--- config.mk ---
export PLATFORM = sky130hd
export DESIGN_NAME = ex_mem_stage_reg_flat
export DESIGN_NICKNAME = d
export VERILOG_FILES = /design/src/rtl/ex_mem_stage_reg_if.sv /design/src/rtl/ex_mem_stage_reg.sv /design/src/flat_wrapper.sv
export SDC_FILE = /design/constraint.sdc
export NUM_CORES = 1
export LEC_CHECK = 0
export ABC_AREA = 1
export CAP_MARGIN = 40
export CORE_MARGIN = 2
export CORE_UTILIZATION = 45
export CTS_CLUSTER_DIAMETER = 30
export DETAILED_ROUTE_END_ITERATION = 8
export PLACE_DENSITY = 0.86
export REMOVE_ABC_BUFFERS = 1
export SLEW_MARGIN = 20
export SYNTH_ARGS = -nofsm -noshare
export SYNTH_HDL_FRONTEND = slang
export SYNTH_SLANG_ARGS = --single-unit
--- constraint.sdc ---
create_clock -name clk -period 1.6 [get_ports clk]
set_input_delay 0.48 -clock clk [delete_from_list [all_inputs] [get_ports clk]]
set_output_delay 0.48 -clock clk [all_outputs]
set_load 0.01 [all_outputs]
--- src/rtl/ex_mem_stage_reg_if.sv ---
// EX/MEM stage bus: the EX-side offer (in_*), the MEM-side entry (out_*)
// and their valid/ready handshakes.
//   master : EX stage / producer of in_*, consumer of out_* (drives out_ready)
//   slave  : the EX/MEM pipeline register itself
interface ex_mem_stage_reg_if #(
  parameter int DATA_W = 32,
  parameter int REG_AW = 5
);
  logic              in_valid, in_ready;
  logic              in_branch, in_write_back, in_mem_read, in_mem_write, in_write_reg;
  logic [DATA_W-1:0] in_alu_out, in_rd2, in_next_pc;
  logic [REG_AW-1:0] in_dst;
  logic              in_zero;

  logic              out_valid, out_ready;
  logic              out_branch, out_write_back, out_mem_read, out_mem_write, out_write_reg;
  logic [DATA_W-1:0] out_alu_out, out_rd2, out_next_pc;
  logic [REG_AW-1:0] out_dst;
  logic              out_zero;

  modport master (
    output in_valid, in_branch, in_write_back, in_mem_read, in_mem_write, in_write_reg,
           in_alu_out, in_rd2, in_next_pc, in_dst, in_zero, out_ready,
    input  in_ready, out_valid, out_branch, out_write_back, out_mem_read, out_mem_write,
           out_write_reg, out_alu_out, out_rd2, out_next_pc, out_dst, out_zero
  );

  modport slave (
    input  in_valid, in_branch, in_write_back, in_mem_read, in_mem_write, in_write_reg,
           in_alu_out, in_rd2, in_next_pc, in_dst, in_zero, out_ready,
    output in_ready, out_valid, out_branch, out_write_back, out_mem_read, out_mem_write,
           out_write_reg, out_alu_out, out_rd2, out_next_pc, out_dst, out_zero
  );
endinterface

--- src/rtl/ex_mem_stage_reg.sv ---
// EX/MEM pipeline register with valid/ready handshake, flush and optional
// skid buffer.
//   clk   : pipeline clock, rising edge
//   rst_n : synchronous active-low reset
//   flush : squash output entry, skid entry and any input offered this cycle
//   bus   : slave side of ex_mem_stage_reg_if (in_* offer, out_* entry)
// SKID=1 : two entries (output + skid), in_ready registered (!skid_full).
// SKID=0 : one entry, in_ready = out_ready | !out_valid.
module ex_mem_stage_reg #(
  parameter int DATA_W = 32,
  parameter int REG_AW = 5,
  parameter int SKID   = 1
) (
  input  logic clk,
  input  logic rst_n,
  input  logic flush,
  ex_mem_stage_reg_if.slave bus
);

  typedef struct packed {
    logic              branch;
    logic              write_back;
    logic              mem_read;
    logic              mem_write;
    logic              write_reg;
    logic              zero;
    logic [DATA_W-1:0] alu_out;
    logic [DATA_W-1:0] rd2;
    logic [DATA_W-1:0] next_pc;
    logic [REG_AW-1:0] dst;
  } ent_t;

  ent_t in_ent;
  ent_t out_q, out_d;
  ent_t skid_q, skid_d;
  logic out_valid_q, out_valid_d;
  logic skid_full_q, skid_full_d;
  logic in_ready;
  logic accept, consume;

  assign in_ent = '{branch:     bus.in_branch,
                    write_back: bus.in_write_back,
                    mem_read:   bus.in_mem_read,
                    mem_write:  bus.in_mem_write,
                    write_reg:  bus.in_write_reg,
                    zero:       bus.in_zero,
                    alu_out:    bus.in_alu_out,
                    rd2:        bus.in_rd2,
                    next_pc:    bus.in_next_pc,
                    dst:        bus.in_dst};

  // in_ready is held low during reset; otherwise the skid variant depends
  // only on flop state, so no combinational path from out_ready exists.
  generate
    if (SKID != 0) begin : g_skid
      assign in_ready = rst_n & ~skid_full_q;
    end else begin : g_noskid
      assign in_ready = rst_n & (bus.out_ready | ~out_valid_q);
    end
  endgenerate

  assign accept  = bus.in_valid & in_ready;
  assign consume = out_valid_q & bus.out_ready;

  always_comb begin
    out_d       = out_q;
    out_valid_d = out_valid_q;
    skid_d      = skid_q;
    skid_full_d = skid_full_q;
    if (flush) begin
      out_valid_d = 1'b0;
      skid_full_d = 1'b0;
    end else if (skid_full_q) begin
      // in_ready is low here, so only the skid -> output move can happen
      if (consume) begin
        out_d       = skid_q;
        skid_full_d = 1'b0;
      end
    end else if (!out_valid_q || consume) begin
      out_valid_d = accept;
      if (accept) out_d = in_ent;
    end else if (accept && (SKID != 0)) begin
      // output stalled: park the new entry behind it
      skid_d      = in_ent;
      skid_full_d = 1'b1;
    end
    // a bubble must never carry live control; data fields keep their value
    if (!out_valid_d) begin
      out_d.branch     = 1'b0;
      out_d.write_back = 1'b0;
      out_d.mem_read   = 1'b0;
      out_d.mem_write  = 1'b0;
      out_d.write_reg  = 1'b0;
    end
  end

  always_ff @(posedge clk) begin
    if (!rst_n) begin
      out_q       <= '0;
      out_valid_q <= 1'b0;
      skid_q      <= '0;
      skid_full_q <= 1'b0;
    end else begin
      out_q       <= out_d;
      out_valid_q <= out_valid_d;
      skid_q      <= skid_d;
      skid_full_q <= skid_full_d;
    end
  end

  assign bus.in_ready       = in_ready;
  assign bus.out_valid      = out_valid_q;
  assign bus.out_branch     = out_q.branch;
  assign bus.out_write_back = out_q.write_back;
  assign bus.out_mem_read   = out_q.mem_read;
  assign bus.out_mem_write  = out_q.mem_write;
  assign bus.out_write_reg  = out_q.write_reg;
  assign bus.out_zero       = out_q.zero;
  assign bus.out_alu_out    = out_q.alu_out;
  assign bus.out_rd2        = out_q.rd2;
  assign bus.out_next_pc    = out_q.next_pc;
  assign bus.out_dst        = out_q.dst;

endmodule
--- src/flat_wrapper.sv ---
// flat-port wrapper written by rule: the top's interface ports become plain ports
module ex_mem_stage_reg_flat 
#(
  parameter int DATA_W = 32,
  parameter int REG_AW = 5,
  parameter int SKID   = 1
)
  (clk, rst_n, flush, bus_in_valid, bus_in_branch, bus_in_write_back, bus_in_mem_read, bus_in_mem_write, bus_in_write_reg, bus_in_alu_out, bus_in_rd2, bus_in_next_pc, bus_in_dst, bus_in_zero, bus_out_ready, bus_in_ready, bus_out_valid, bus_out_branch, bus_out_write_back, bus_out_mem_read, bus_out_mem_write, bus_out_write_reg, bus_out_alu_out, bus_out_rd2, bus_out_next_pc, bus_out_dst, bus_out_zero);
  ex_mem_stage_reg_if #(.DATA_W(DATA_W), .REG_AW(REG_AW)) bus_i ();
  input  logic clk;
  input  logic rst_n;
  input  logic flush;
  input wire logic [$bits(bus_i.in_valid)-1:0] bus_in_valid;
  input wire logic [$bits(bus_i.in_branch)-1:0] bus_in_branch;
  input wire logic [$bits(bus_i.in_write_back)-1:0] bus_in_write_back;
  input wire logic [$bits(bus_i.in_mem_read)-1:0] bus_in_mem_read;
  input wire logic [$bits(bus_i.in_mem_write)-1:0] bus_in_mem_write;
  input wire logic [$bits(bus_i.in_write_reg)-1:0] bus_in_write_reg;
  input wire logic [$bits(bus_i.in_alu_out)-1:0] bus_in_alu_out;
  input wire logic [$bits(bus_i.in_rd2)-1:0] bus_in_rd2;
  input wire logic [$bits(bus_i.in_next_pc)-1:0] bus_in_next_pc;
  input wire logic [$bits(bus_i.in_dst)-1:0] bus_in_dst;
  input wire logic [$bits(bus_i.in_zero)-1:0] bus_in_zero;
  input wire logic [$bits(bus_i.out_ready)-1:0] bus_out_ready;
  output wire logic [$bits(bus_i.in_ready)-1:0] bus_in_ready;
  output wire logic [$bits(bus_i.out_valid)-1:0] bus_out_valid;
  output wire logic [$bits(bus_i.out_branch)-1:0] bus_out_branch;
  output wire logic [$bits(bus_i.out_write_back)-1:0] bus_out_write_back;
  output wire logic [$bits(bus_i.out_mem_read)-1:0] bus_out_mem_read;
  output wire logic [$bits(bus_i.out_mem_write)-1:0] bus_out_mem_write;
  output wire logic [$bits(bus_i.out_write_reg)-1:0] bus_out_write_reg;
  output wire logic [$bits(bus_i.out_alu_out)-1:0] bus_out_alu_out;
  output wire logic [$bits(bus_i.out_rd2)-1:0] bus_out_rd2;
  output wire logic [$bits(bus_i.out_next_pc)-1:0] bus_out_next_pc;
  output wire logic [$bits(bus_i.out_dst)-1:0] bus_out_dst;
  output wire logic [$bits(bus_i.out_zero)-1:0] bus_out_zero;
  assign bus_i.in_valid = bus_in_valid;
  assign bus_i.in_branch = bus_in_branch;
  assign bus_i.in_write_back = bus_in_write_back;
  assign bus_i.in_mem_read = bus_in_mem_read;
  assign bus_i.in_mem_write = bus_in_mem_write;
  assign bus_i.in_write_reg = bus_in_write_reg;
  assign bus_i.in_alu_out = bus_in_alu_out;
  assign bus_i.in_rd2 = bus_in_rd2;
  assign bus_i.in_next_pc = bus_in_next_pc;
  assign bus_i.in_dst = bus_in_dst;
  assign bus_i.in_zero = bus_in_zero;
  assign bus_i.out_ready = bus_out_ready;
  assign bus_in_ready = bus_i.in_ready;
  assign bus_out_valid = bus_i.out_valid;
  assign bus_out_branch = bus_i.out_branch;
  assign bus_out_write_back = bus_i.out_write_back;
  assign bus_out_mem_read = bus_i.out_mem_read;
  assign bus_out_mem_write = bus_i.out_mem_write;
  assign bus_out_write_reg = bus_i.out_write_reg;
  assign bus_out_alu_out = bus_i.out_alu_out;
  assign bus_out_rd2 = bus_i.out_rd2;
  assign bus_out_next_pc = bus_i.out_next_pc;
  assign bus_out_dst = bus_i.out_dst;
  assign bus_out_zero = bus_i.out_zero;
  ex_mem_stage_reg #(.DATA_W(DATA_W), .REG_AW(REG_AW), .SKID(SKID)) u_core (.clk(clk), .rst_n(rst_n), .flush(flush), .bus(bus_i));
endmodule
; ---- Word level (Yosys, flattened, before mapping)
; Index checks and enable logic that the tools add are counted.
[classes]
eq_ne = 1
n_mux = 11
n_bitwise = 7
reduce_logical = 8
[op_table]
columns = cell, n
row1 = 107-bit 2-to-1 mux, 4
row2 = 4-bit AND reduction, 2
row3 = 1-bit 2-to-1 mux, 7
row4 = 1-bit NOT, 4
row5 = 2-bit nonzero test, 2
row6 = 1-bit AND, 3
row7 = 2-bit != test (second input constant), 1
row8 = 2-bit AND reduction, 1
row9 = 2-bit OR reduction, 1
row10 = 1-bit zero test, 1
row11 = 1-bit logical OR, 1
[word_totals]
regBits = 216
in_bits = 112
out_inout_bits = 109
wordCells = 49

; ---- Depth between registers and ports, before layout
[depth]
depth_word = 7
depth_mapped = 9

; ---- Least setup slack after synthesis
; No wires, ideal clock.
[synth_path]
path_type = in2out
from = input port rst_n
to = output port bus_in_ready
t_arrival_ns = 1.143
required_ns = 1.120
path_slack_ns = -0.023
stages = 4
n_path_buf = 2
cell_sequence = buf_2 -> clkbuf_1 -> inv_1 -> nor2_1
[synth_via]
elab_chain_cells = 1
[synth_lines]
columns = element, line_no
row1 = start: declaration, flat_wrapper.sv:11  ; input logic rst_n;
row2 = 1-bit AND, ex_mem_stage_reg.sv:56  ; assign in_ready = rst_n & ~skid_full_q;
row3 = end: declaration, flat_wrapper.sv:25  ; output wire logic [$bits(bus_i.in_ready)-1:0] bus_in_ready;
; Every way passes these cells.

; ---- Final worst setup path
[layout_path]
from = register u_core.skid_full_q
to = register u_core.out_q (netlist bit u_core.bus.out_alu_out[27])
[layout_via]
elab_chain_cells = 5
word_cells_on_any_way = 8
classes_between = eq/ne: 1 / mux: 1 / bitwise: 3 / reduce/logical: 3
[layout_lines]
columns = element, line_no
row1 = start: declaration, ex_mem_stage_reg.sv:37  ; logic skid_full_q, skid_full_d;
row2 = start signal: assignment, ex_mem_stage_reg.sv:107  ; skid_full_q <= skid_full_d;
row3 = 1-bit NOT (no source line), n/a
row4 = 1-bit AND, ex_mem_stage_reg.sv:56
row5 = 1-bit AND, ex_mem_stage_reg.sv:62  ; assign accept = bus.in_valid & in_ready;
row6 = 2-bit nonzero test (no source line), n/a
row7 = 4-bit AND reduction (no source line), n/a
row8 = end signal: assignment, ex_mem_stage_reg.sv:104  ; out_q <= out_d;
row9 = end: declaration, ex_mem_stage_reg.sv:34  ; ent_t out_q, out_d;
; Several ways; a longest one is shown, not always the timed one.
; A chain may end at the register's enable or synchronous reset.

==> flow_summary.json <==
{
  "status": "finished, final reports clean",
  "hold_buffers": 0,
  "design.die.area_um2": 24580,
  "grt_usage": 0.2313,
  "drc": 0,
  "grt_setup_unrepaired": "yes",
  "worstPathMaxFanout": 25,
  "synth-seq-area-share": 0.4117,
  "worstPathCellList": "buf_6 > nand2_2 > nand2_1 > nor2_4 > buf_12 > clkbuf_16 > nand3_1 > nand2_1 > nor2_1",
  "syn_area_um2": 10500,
  "dpl_worst_slack_ns": -0.4902,
  "start_util": 0.4611,
  "relSlewSlack": 0.6374,
  "antenna_left": 0,
  "area_delta_synth_final_pct": 43.23,
  "power.density_nw_per_um2": 1141,
  "io_buffer_count": 220,
  "holdPathStages": 3,
  "cts_root_buf": "clkbuf_16",
  "cts_tree": "built",
  "period_needed_ns": 1.596,
  "clock_sinks": 216,
  "critPathMaxStageDelay_ns": 0.36,
  "top_register": "u_core.skid_q",
  "cp_num_buf_inv": 3,
  "worstMarginPinSlew_ns": 0.5439,
  "cap_violations": 0,
  "largest_reg_flops": 107,
  "clock_path_buffers": 3,
  "cts_buffers": 47,
  "layout_setup_ws_ns": 0.003606,
  "critical_path_class": "flip-flop to flip-flop",
  "grt_pass1_vias": 10326,
  "antenna_found_initial": 0,
  "wl_per_cell_um": 14.00,
  "clk_latency_ns": 0.51,
  "grt_pass1_wl_um": 47490,
  "wirelength_um": 32330,
  "critPathTopFamily": "simple AND/OR/NAND/NOR gates",
  "grt_max_degree": 87,
  "drt_iter0_markers": 893,
  "layout.nets": 2071,
  "vias_per_cell": 4.892,
  "hold_viol": 0,
  "cp_slowest_cell": "dfxtp_4",
  "io_pins": 221,
  "peakVddDrop_mv": 0.7793,
  "cp-end-kind": "flip-flop",
  "whs_ns": 0.3407,
  "arrival_ns": 2.01,
  "leakage_nw": 7.709,
  "cpMostUsedCell": "nand2_1",
  "ys_warn_count": 0,
  "cp-start-kind": "flip-flop",
  "ys_ff_latch": 216,
  "gp_congestion": 0.8156,
  "htree_levels": 2,
  "fp.dieW_um": 156.8,
  "setup_viol": 0,
  "reg2regPathDepth": 9,
  "drv_slew": 0,
  "crit_cells": 9,
  "die_h_um": 156.8,
  "drive_above_1_share": 0.1162,
  "overflow": 0,
  "hpwlAfterDp_um": 17590,
  "fp.coreArea_um2": 22780,
  "hold_path_class": "input pin to flip-flop",
  "syn_area_per_cell_um2": 6.019,
  "fin_crit_sh": 0.9977,
  "final.setup_skew_ns": 0.009791,
  "vias": 11301,
  "crit_required_ns": 2.01,
  "max_freq_mhz": 626.4,
  "rows": 55,
  "syn_inst": 1745,
  "first_pass_iters": 6,
  "clkTransAtPathRegs_ns": 0.05,
  "ys_types": 19,
  "total_power_mw": 17.17
}
==> per-stage QoR <==
step           utilization  instance area (µm²)  setup TNS [ns]  cells
6_report            0.6605                15040               0   2310
5_1_grt             0.6604                15040          -3.852   2309
2_1_floorplan            -                 9945         -874.29   1630
3_3_place_gp        0.5726                13040          -82.76   2201
3_5_place_dp        0.5726                13040          -88.32   2201
4_1_cts             0.6459                14710          -1.199   2288
==> area by class of cell <==
| cell class | instances | area [µm²] |
|---|---|---|
| Antenna cell | 1 | 2.502 |
| Fill cell | 1834 | 7734 |
| Inverter | 221 | 837.1 |
| Multi-Input combinational cell | 1193 | 4835 |
| Clock buffer | 63 | 1339 |
| Sequential cell | 216 | 4347 |
| Tap cell | 313 | 391.6 |
| Clock inverter | 23 | 305.3 |
| Timing Repair Buffer | 280 | 2988 |
==> repair_timing <==
action / 4_1_cts / 5_1_grt
pin swaps: 0 / 7
buffers inserted: 0 / 6
resized for setup: 217 / 113
cloned: 1 / 15
endpoints found under the setup margin: 111 / 247
==> power by group <==
group / internal [mW] / switching, mW / total (mW) / leakage (nW)
clock: 6.94 / 2.97 / 9.90 / 0.807
combinational: 0.739 / 0.885 / 1.62 / 5.14
sequential: 5.56 / 0.0874 / 5.64 / 1.76
==> per-layer routing <==
metal,share of wire,wire length (µm),up-vias,global-route usage
li1,-,-,5622,-
met2,0.48,15530,503,0.3970
met3,0.084,2731,85,0.04292
met5,0,0,-,0
met4,0.029,946,0,0.09436
met1,0.41,13130,5091,0.2851
==> Yosys cell counts <==
| library cell | number | share of area |
|---|---|---|
| nor2_1 | 644 | 0.23 |
| nand2_1 | 323 | 0.12 |
| inv_1 | 219 | 0.078 |
| dfxtp_1 | 216 | 0.41 |
| nand3_1 | 216 | 0.10 |
| buf_2 | 54 | 0.026 |
| clkbuf_1 | 39 | 0.014 |
| buf_1 | 10 | 0.0036 |
| buf_4 | 8 | 0.0057 |
| buf_6 | 4 | 0.0043 |
| a21oi_1 | 2 | 0.00095 |
| inv_2 | 2 | 0.00071 |
| nor2_2 | 2 | 0.0012 |
| a21oi_2 | 1 | 0.00083 |
| nand2_2 | 1 | 0.00060 |
| nand3_2 | 1 | 0.00095 |
| nor2_4 | 1 | 0.0011 |
| nor3_1 | 1 | 0.00048 |
| nor3_4 | 1 | 0.0015 |
==> worst min-delay path, stage by stage <==
cell    delay (ns)
buf_6         0.10
inv_1         0.13
nor3_1        0.09
==> worst paths after layout <==
check,start,endpoint,slack [ns]
max,u_core.skid_full_q$_SDFF_PP0_,u_core.bus.out_alu_out[27]$_SDFFE_PN0P_,0.004
min,rst_n,u_core.skid_full_q$_SDFF_PP0_,0.34
max reg2reg,u_core.skid_full_q$_SDFF_PP0_,u_core.bus.out_alu_out[27]$_SDFFE_PN0P_,0.004
min reg2reg,u_core.bus.out_alu_out[14]$_SDFFE_PN0P_,u_core.bus.out_alu_out[14]$_SDFFE_PN0P_,0.47
==> cell families after synthesis <==
family	Yosys count	share of synthesized area
simple gates	1190	0.4543
buf+inv	336	0.1322
flops	216	0.4117
compound gates	3	0.001787
==> cell usage in the layout (no fill, tap or decap), drive strengths merged <==
| master | Yosys | layout |
|---|---|---|
| clkinvlp | 0 | 3 |
| nand3 | 217 | 217 |
| clkinv | 0 | 13 |
| clkdlybuf4s15 | 0 | 60 |
| clkbuf | 39 | 116 |
| bufinv | 0 | 7 |
| dlygate4sd2 | 0 | 1 |
| inv | 221 | 221 |
| dlymetal6s2s | 0 | 2 |
| nand2 | 324 | 324 |
| buf | 76 | 56 |
| nor3 | 2 | 2 |
| nor2 | 647 | 647 |
| clkdlybuf4s50 | 0 | 108 |
| diode | 0 | 1 |
| dfxtp | 216 | 216 |
| a21oi | 3 | 3 |
(Power assumes the default switching activity.)
